$ cat src/rtl/histogram_cdf.sv
`timescale 1ns/1ps
// histogram_cdf: streams NBINS histogram bins in order and writes their running prefix sum (CDF) to a CDF RAM.
// Optional macro HIST_CLEAR_EN: zero each bin in the bin RAM two cycles after it has been read.
module histogram_cdf #(
    parameter int NBINS  = 256,
    parameter int ADDR_W = 8,
    parameter int DATA_W = 32
) (
    input  logic              clk,
    input  logic              rst,
    input  logic              start,
    output logic              busy,
    output logic              valid,
    output logic [DATA_W-1:0] total,
    output logic              overflow,
    output logic [ADDR_W-1:0] bin_raddr_0,
    input  logic [DATA_W-1:0] bin_rdata_0,
    output logic [ADDR_W-1:0] bin_waddr_0,
    output logic [DATA_W-1:0] bin_wdata_0,
    output logic              bin_wen_0,
    output logic [ADDR_W-1:0] cdf_waddr_0,
    output logic [DATA_W-1:0] cdf_wdata_0,
    output logic              cdf_wen_0
);
    typedef enum logic [1:0] {IDLE, RUN, DRAIN, DONE} state_t;

    localparam logic [ADDR_W-1:0] LAST = ADDR_W'(NBINS - 1);

    state_t            state_q, state_d;
    logic [ADDR_W-1:0] cnt_q, raddr_q, raddr2_q, cdf_waddr_q;
    logic              rvld1_q, rvld2_q, cdf_wen_q;
    logic              busy_q, valid_q, overflow_q;
    logic [DATA_W-1:0] acc_q, total_q, cdf_wdata_q;
    logic [DATA_W:0]   sum;
    logic              accept;

    assign accept = (state_q == IDLE) && start;
    assign sum    = {1'b0, acc_q} + {1'b0, bin_rdata_0};

    always_ff @(posedge clk or negedge rst) begin
        if (!rst) begin
            state_q <= IDLE;
        end else begin
            state_q <= state_d;
        end
    end

    // DRAIN ends on the edge after the final CDF write has been presented.
    always_comb begin
        state_d = state_q;
        case (state_q)
            IDLE:    if (start) state_d = RUN;
            RUN:     if (cnt_q == LAST) state_d = DRAIN;
            DRAIN:   if (cdf_wen_q && (cdf_waddr_q == LAST)) state_d = DONE;
            DONE:    if (!start) state_d = IDLE;
            default: state_d = IDLE;
        endcase
    end

    // Read pipeline: address issue, RAM latency stage, then accumulate and write the CDF word.
    always_ff @(posedge clk or negedge rst) begin
        if (!rst) begin
            cnt_q       <= '0;
            raddr_q     <= '0;
            raddr2_q    <= '0;
            rvld1_q     <= 1'b0;
            rvld2_q     <= 1'b0;
            acc_q       <= '0;
            overflow_q  <= 1'b0;
            cdf_wen_q   <= 1'b0;
            cdf_waddr_q <= '0;
            cdf_wdata_q <= '0;
            total_q     <= '0;
            busy_q      <= 1'b0;
            valid_q     <= 1'b0;
        end else begin
            busy_q    <= (state_d == RUN) || (state_d == DRAIN);
            valid_q   <= (state_d == DONE);
            rvld1_q   <= (state_q == RUN);
            rvld2_q   <= rvld1_q;
            raddr2_q  <= raddr_q;
            cdf_wen_q <= rvld2_q;
            if (accept) begin
                cnt_q      <= '0;
                acc_q      <= '0;
                overflow_q <= 1'b0;
            end
            if (state_q == RUN) begin
                raddr_q <= cnt_q;
                if (cnt_q != LAST) begin
                    cnt_q <= cnt_q + ADDR_W'(1);
                end
            end
            if (rvld2_q) begin
                acc_q       <= sum[DATA_W-1:0];
                cdf_wdata_q <= sum[DATA_W-1:0];
                cdf_waddr_q <= raddr2_q;
                if (sum[DATA_W]) begin
                    overflow_q <= 1'b1;
                end
            end
            if ((state_q == DRAIN) && (state_d == DONE)) begin
                total_q <= acc_q;
            end
        end
    end

`ifdef HIST_CLEAR_EN
    logic              bin_wen_q;
    logic [ADDR_W-1:0] bin_waddr_q;

    // Zeroing a bin trails its read by two cycles, so the bin RAM must support read and write together.
    always_ff @(posedge clk or negedge rst) begin
        if (!rst) begin
            bin_wen_q   <= 1'b0;
            bin_waddr_q <= '0;
        end else begin
            bin_wen_q <= rvld2_q;
            if (rvld2_q) begin
                bin_waddr_q <= raddr2_q;
            end
        end
    end

    assign bin_wen_0   = bin_wen_q;
    assign bin_waddr_0 = bin_waddr_q;
    assign bin_wdata_0 = '0;
`else
    assign bin_wen_0   = 1'b0;
    assign bin_waddr_0 = '0;
    assign bin_wdata_0 = '0;
`endif

    assign busy        = busy_q;
    assign valid       = valid_q;
    assign total       = total_q;
    assign overflow    = overflow_q;
    assign bin_raddr_0 = raddr_q;
    assign cdf_wen_0   = cdf_wen_q;
    assign cdf_waddr_0 = cdf_waddr_q;
    assign cdf_wdata_0 = cdf_wdata_q;

endmodule
$ cat config.mk
export PLATFORM = sky130hd
export DESIGN_NAME = histogram_cdf
export DESIGN_NICKNAME = d
export VERILOG_FILES = /design/src/rtl/histogram_cdf.sv
export SDC_FILE = /design/constraint.sdc
export NUM_CORES = 1
export LEC_CHECK = 0
export BUFFER_PORTS_ARGS = -buffer_cell sky130_fd_sc_hd__buf_2
export CORE_MARGIN = 5
export CORE_UTILIZATION = 55
export CTS_CLUSTER_SIZE = 14
export DETAILED_ROUTE_END_ITERATION = 10
export PLACE_DENSITY = 0.91
export SLEW_MARGIN = 20
export SYNTH_ARGS = -nofsm -noshare
export SYNTH_HDL_FRONTEND = slang
export SYNTH_SLANG_ARGS = --single-unit
export TNS_END_PERCENT = 30
$ cat constraint.sdc
create_clock -name clk -period 3.2 [get_ports clk]
set_input_delay 0 -clock clk [delete_from_list [all_inputs] [get_ports clk]]
set_output_delay 0 -clock clk [all_outputs]
set_load 0.01 [all_outputs]
==> results of run 1 <==
-- worst min-delay path: stages --
cell and delay (ns):
buf_2 0.13, fa_1 0.20, a22o_1 0.13
-- per-layer routing --
layer | share of wire [%] | GRT usage (%) | up-vias | routed length (µm)
met5 | 0 | 0 | - | 0
met4 | 2.0 | 8.45 | 0 | 352
met3 | 5.7 | 5.00 | 35 | 1010
met2 | 50 | 37.5 | 190 | 8840
met1 | 42 | 28.5 | 2842 | 7480
li1 | - | - | 2717 | -
-- synth_stat cells, types with 3 or more instances --
cell / number / area [µm²]
o21ai_0: 37 / 185
ha_1: 34 / 425
nor3b_1: 4 / 30.0
dfrtp_1: 136 / 3400
nand4_1: 8 / 50.1
mux2_2: 51 / 574
mux2i_1: 4 / 40.0
nand2_1: 107 / 402
o21a_1: 3 / 22.5
clkbuf_1: 17 / 63.8
nor3_1: 7 / 35.0
nand3b_1: 5 / 37.5
a22o_1: 10 / 87.6
buf_4: 41 / 308
o31ai_1: 3 / 22.5
a21o_1: 15 / 113
nor2b_1: 3 / 18.8
o21ai_2: 3 / 26.3
xor2_1: 5 / 43.8
nand3_1: 27 / 135
xnor2_1: 15 / 131
clkbuf_8: 5 / 68.8
inv_1: 22 / 82.6
and3_1: 4 / 25.0
a21oi_1: 48 / 240
buf_2: 5 / 25.0
nor2_1: 31 / 116
o211ai_1: 11 / 82.6
and2_1: 3 / 18.8
a211oi_1: 4 / 30.0
a31oi_1: 5 / 31.3
nand2b_1: 5 / 31.3
-- state kept, by name, indices dropped and copies added (netlist names) --
register and count:
raddr2_q 8, overflow 1, rvld2_q 1, bin_raddr_0 8
cdf_wen_0 1, state_q 2, rvld1_q 1, cdf_wdata_0 32
cdf_waddr_0 8, cnt_q 8, valid 1, busy 1
acc_q 32, total 32
-- power breakdown --
group / internal, mW / switching [mW]
Sequential: 2.47 / 0.500
Combinational: 1.84 / 2.65
Clock: 1.33 / 0.781
Total: 5.63 / 3.93
-- layout make-up --
cell class	count	area (µm²)	area share, %
flip-flops and latches	136	3400	39.7
repair buffers	127	684	7.98
multi-input cells	536	3540	41.3
clock buffers	18	439	5.12
inverters	24	90.1	1.05
clock inverters	14	198	2.30
well taps	176	220	2.57
-- final timing paths --
check                                  end  slack [ns]           start
setup / recovery           cdf_wdata_0[20]        0.56        acc_q[0]
hold / removal                    acc_q[1]        0.06  bin_rdata_0[1]
setup reg to reg           cdf_wdata_0[20]        0.56        acc_q[0]
hold reg to reg                    rvld2_q        0.35         rvld1_q
max in group asynchronous   cdf_wdata_0[1]        2.30             rst
min in group asynchronous        total[16]        0.17             rst
-- what timing repair did --
item | in CTS | in global routing
hold buffers | 3 | 0
setup endpoints to repair | 0 | 0
endpoints found under the hold margin | 86 | 0
-- metrics by stage --
step	cell area, µm²	std cells	hold WS (ns)
2_1_floorplan	7520	768	-0.296
3_3_place_gp	7910	996	0.0903
3_5_place_dp	7910	996	0.0884
4_1_cts	8580	1031	0.0521
5_1_grt	8580	1031	0.103
6_report	8580	1031	0.0636
-- cells by family after synthesis --
logic type / share of synthesized area [%]
mux: 8.54
other cells: 0.0509
compound gates: 14.9
flops: 46.2
simple gates: 14.0
buf+inv: 7.86
fa+ha+maj: 6.04
xor+xnor: 2.38
==> results.md, run 1 <==
- Status: finished, final reports clean
- HP Class: in2reg
- Startpoint types: flop
- Remaining DRCs: 0
- Final setup viols: 0
- Post-Route WL: around 18000 µm
- Cell family with most CP delay: compound AO/OA/AOI/OAI gates
- Num CTS Buffers: 17
- Die W: 126 µm
- Clock tree buffer depth: 2
- Placer Congestion: roughly 0.95
- R2R cell count: 9
- CP max FO: 5
- Clock root buffer: clkbuf_16
- Max-Slew Margin vs Limit: 48.8%
- Most frequent cells in the layout: dfrtp_1 (135), buf_2 (117), nand2_1 (107)
- Async set-or-reset flop fraction in the synthesized netlist: 100%
- Max incr delay on CP: 0.50 ns
- Standard-cell rows: 42
- Postcts setup bufs: 0
- Worst Path Required: 3.56 ns
- Drt initial violations: 322
- Mapped cell area: 7370 µm²
- Final net count: roughly 900
- Antenna Cells: 0
- Full die area: 15800 µm²
- Pins Over Slew Limit: 0
- Sequential fraction of the synthesis area: 46.2%
- Most common cell after layout, fill and taps aside: dfrtp_1
- Worst Path Buf+Inv: 0
- Via count: around 5800
- Mapped Cells: 728
- Synth unique cells: 71
- CTS tree: built
- Pin count of the biggest net entering global routing: 84
- Worst Tran Pin Value: roughly 0.77 ns
- First-pass GRT wire length: 28700 µm
- Top FF cell, synth: dfrtp_1
- Post-DRT Antenna Nets: 0
- H-tree depth: 4
- Setup Skew: 0.00809 ns
- Clock transition at the registers of the reported paths: about 0.060 ns
- GRT Total Usage: approximately 22%
- Maximum VDD drop: 0.711 mV
- Yosys warns: 0
- Final hold violations: 0
- Layout area overhead: 16.4%
- CP max stage cell: or4_4
- CP most frequent cell: a21oi_1
- Avg WL per Cell: 17.1 µm
- # fillers: 1041
- Crit Path Class: reg2reg
- Hold Crit Depth: 3
- Final worst path period need: 2.64 ns
- Post-CTS sizing: 0
- Power per cell area: 1120 nW/µm²
- Utilization after layout: 65.0%
- Max cap viols: 0
- Total power: 9.57 mW
- Seq cells post-synth: 136
- Vias in the first global route: roughly 5800
- Crit. End Element: flop
- Die height: 126 µm
- Setup WS pre-CTS: 0.578 ns
- Initial core utilization: approximately 56%
- Leakage: 4.39 nW
- Critical path depth: 9
- Crit-path cells: ha_1 -> fa_1 -> a21oi_1 -> o211a_1 -> o211ai_4 -> o21ai_2 -> a21oi_1 -> or4_4 -> nand3_1
- Layout cells sized above 1: roughly 27%
- Period utilization: 82.5%
- PnR worst setup slack: 0.560 ns
- Overflow after GRT: 0
- CTS Sinks: 136
- I/O pins: 160
- First-pass detailed-route iteration total: 5
- Core ar.: 13200 µm²
- # port buffers: 118
- RSZ-0062 raised after global routing: no
- Syn Area/Cell: 10.1 µm²
- Post-DP HPWL: 12400 µm
- Clk Latency, worst-skew pair: ~0.43 ns
- F_max: 379 MHz
- Antenna violations before repair: 0
- Setup TNS Final: 0 ns
- Vias/cell: 5.61
- Worst endpoint data arrival time: 3.00 ns
- EDFF count, synth: 0
Note: power is estimated with default switching activity, not from simulation.
==> run 2: changes to the inputs <==
--- a/config.mk
+++ b/config.mk
@@ -5,12 +5,13 @@
 export SDC_FILE = /design/constraint.sdc
 export NUM_CORES = 1
 export LEC_CHECK = 0
+export ABC_AREA = 1
 export BUFFER_PORTS_ARGS = -buffer_cell sky130_fd_sc_hd__buf_2
 export CORE_MARGIN = 5
 export CORE_UTILIZATION = 55
 export CTS_CLUSTER_SIZE = 14
 export DETAILED_ROUTE_END_ITERATION = 10
-export PLACE_DENSITY = 0.91
+export PLACE_DENSITY = 0.9
 export SLEW_MARGIN = 20
 export SYNTH_ARGS = -nofsm -noshare
 export SYNTH_HDL_FRONTEND = slang
==> constraint.sdc (replaced) <==
create_clock -name clk -period 2.7 [get_ports clk]
set_input_delay 0 -clock clk [delete_from_list [all_inputs] [get_ports clk]]
set_output_delay 0 -clock clk [all_outputs]
set_load 0.01 [all_outputs]
==> results.md, run 2 <==
- Status: finished, final reports clean
- Top-count cell post-synth: nand2_1
- Period utilization: 91.3%
- RR Endpoint: total[12]
- CTS tree: built
- Post-Route WL: between 15000 and 20000 µm
- GR Util met3: 6.64%
- Power per cell area: ~1300 nW/µm²
- Mapped cell area: 7720 µm²
- Crit-path cells: ha_1 -> nand2_1 -> inv_1 -> nand2_1 -> nor2_4 -> a21o_1 -> a31oi_1 -> ha_1 -> nand3_4 -> buf_12 -> o21ai_0
- Final setup viols: 0
- Synth unique cells: 38
- Syn Area/Cell: 7.56 µm²
- Final worst path period need: 2.47 ns
- I/O pins: 160
- Setup Skew: 0.00736 ns
- Sequential fraction of the synthesis area: ~44%
- FF-to-FF setup slack: 0.23 ns
- Largest area contributor in the netlist: dfrtp_1
- Mapped Cells: 1021
- Reg area: 3400 µm²
- Max cap viols: 0
- First-pass GRT wire length: 33100 µm
- CP max stage cell: dfrtp_1
- Crit. End Element: flop
- Standard-cell rows: between 40 and 50
- Final hold violations: 0
- CTS Sinks: 136
- Synth top area cells: dfrtp_1 (44%), nand2_1 (19%), inv_1 (6.9%)
- Async set-or-reset flop fraction in the synthesized netlist: 100%
- Clock tree buffer depth: 2
- Leakage: 5.19 nW
- Final hold slack: roughly 0.034 ns
- Die W: 129 µm
- Total power: 11.5 mW
- HP Class: in2reg
- Startpoint types: flop
- Initial core utilization: 55.9%
- Worst Tran Pin Value: around 0.8 ns
- CP max FO: 30
- Pin count of the biggest net entering global routing: 78
- Most common cell after layout, fill and taps aside: nand2_1
- Yosys warns: 0
- Crit Path Class: reg2reg
- # fillers: between 1000 and 1500
- Drt initial violations: 379
- Worst endpoint data arrival time: 2.80 ns
- GRT Total Usage: 25.0%
- Max incr delay on CP: 0.43 ns
- Clk Latency, worst-skew pair: 0.43 ns
- Vias/cell: slightly above 5
- Pins Over Slew Limit: 0
- # port buffers: 118
- Top FF cell, synth: dfrtp_1
- Seq cells post-synth: 136
- Via count: 6805
- GR Util met1: a little under a third
- DP Cell Count: ~1300
- Layout cells sized above 1: around 18%
- Global route hottest layer: met2
- CP startpoint: cnt_q[0]
- Cell Area, Placed: 8380 µm²
- Vias in the first global route: 6954
- Most frequent cells in the layout: nand2_1 (382), inv_1 (142), dfrtp_1 (136)
- Avg WL per Cell: 14.7 µm
- Post-DRT Antenna Nets: 0
- Num CTS Buffers: 17
- Antenna Cells: 0
- RSZ-0062 raised after global routing: no
- Synth top area share: roughly 44%
- Multi-input gate area: 3530 µm²
- R2r startpoint: cnt_q[0]
- Met2 Track Usage GR: 41.5%
- Non-filler cells, final: 1342
- First-pass detailed-route iteration total: 5
- EDFF count, synth: 0
- Overflow after GRT: 0
- Setup TNS Final: 0 ns
- Full die area: 16500 µm²
- Clock root buffer: clkbuf_16
- F_max: between 400 and 500 MHz
- Post-DP HPWL: between 10000 and 15000 µm
- Maximum VDD drop: roughly 0.76 mV
- Worst Path Required: a little over 3 ns
- Top cells by count, synth: nand2_1 (382), inv_1 (142), dfrtp_1 (136)
- R2R cell count: 11
- Die height: roughly 130 µm
- H-tree depth: 4
- Layout area overhead: 17.1%
- Antenna violations before repair: 0
- Setup crit end: total[12]
- Post-layout instance area: 9040 µm²
- Final net count: 1219
- Core ar.: 13800 µm²
- Clock transition at the registers of the reported paths: 0.06 ns
- Placer Congestion: 0.913
- Remaining DRCs: 0
- Max-Slew Margin vs Limit: between 40% and 50%
run 2: cell types whose count changed in the layout (fill, tap and decap cells not counted), sizes merged, moves of 6 or more:
cell | previous run | this run
nand3 | 28 | 54
a21oi | 49 | 32
xnor2 | 15 | 0
o211ai | 12 | 0
nor2 | 31 | 52
o21ai | 41 | 60
and3 | 6 | 0
clkinv | 8 | 2
a21o | 16 | 4
a22o | 10 | 0
mux2 | 52 | 11
nand2 | 107 | 395
inv | 24 | 150
run 2: how the worst min path moves through the flow:
stage                   start             end  slack [ns]  cells past startpoint
3_5_place_dp              rst  cdf_wdata_0[5]       0.001                      1
5_1_grt        bin_rdata_0[1]  cdf_wdata_0[1]         0.1                      4
4_1_cts        bin_rdata_0[1]  cdf_wdata_0[1]        0.02                      4
2_1_floorplan             rst        acc_q[0]       -0.30                      0
6_report       bin_rdata_0[1]  cdf_wdata_0[1]        0.03                      4
3_3_place_gp              rst  cdf_wdata_0[5]      -0.004                      1
run 2: logic make-up (layout without fill, tap and decap cells):
group                    after synthesis  in the layout  synth area share [%]
XOR/XNOR                               1              1                 0.113
multiplexers                          12             12                  1.73
other                                  1             41                0.0486
AO/OA/AOI/OAI                        106            106                  7.48
AND/OR/NAND/NOR                      523            523                  28.5
buffers and inverters                207            308                  12.2
adder cells (fa/ha/maj)               35             35                  5.77
flip-flops                           136            136                  44.1
run 2: cell type report:
type | count | area share (%)
Clock inverter | 10 | 1.55
Sequential cell | 136 | 37.6
Clock buffer | 22 | 5.35
Multi-Input combinational cell | 718 | 39.1
Timing Repair Buffer | 128 | 7.79
Inverter | 148 | 6.14
Tap cell | 180 | 2.49
run 2: worst max-delay path, delay by kind of cell (launching register included):
family / cells / cell delay, ns
and+or+nand+nor: 4 / 0.56
AOI/OAI and AO/OA: 3 / 0.56
adders and majority gates: 2 / 0.49
DFF: 1 / 0.43
buffers and inverters: 2 / 0.31
run 2: what timing repair did:
| action | in CTS | in global routing |
|---|---|---|
| endpoints found under the setup margin | 0 | 23 |
| gates resized for setup | 0 | 1 |
| hold endpoints to repair | 64 | 0 |
| hold buffers | 3 | 0 |
| setup buffers | 0 | 0 |
run 2: per-layer routing:
metal / up-vias / routed length (µm) / share of wire (%)
met5: - / 0 / 0
met4: 0 / 470 / 2.4
met3: 42 / 1360 / 6.9
met2: 212 / 9640 / 49
met1: 3194 / 8300 / 42
li1: 3357 / - / -
run 2: per-stage QoR:
| step | worst slack, ns | util (%) |
|---|---|---|
| floorplan | 0.463 | - |
| global placement | 0.255 | 60.6 |
| detailed placement | 0.120 | 60.6 |
| CTS | 0.0669 | 65.4 |
| global route | 0.0327 | 65.4 |
| finish | 0.235 | 65.4 |
run 2: power breakdown:
group | leakage (nW) | internal [mW] | switching, mW
clock network | 0.299 | 1.55 | 0.880
registers | 1.65 | 2.90 | 0.596
logic | 3.25 | 1.90 | 3.67
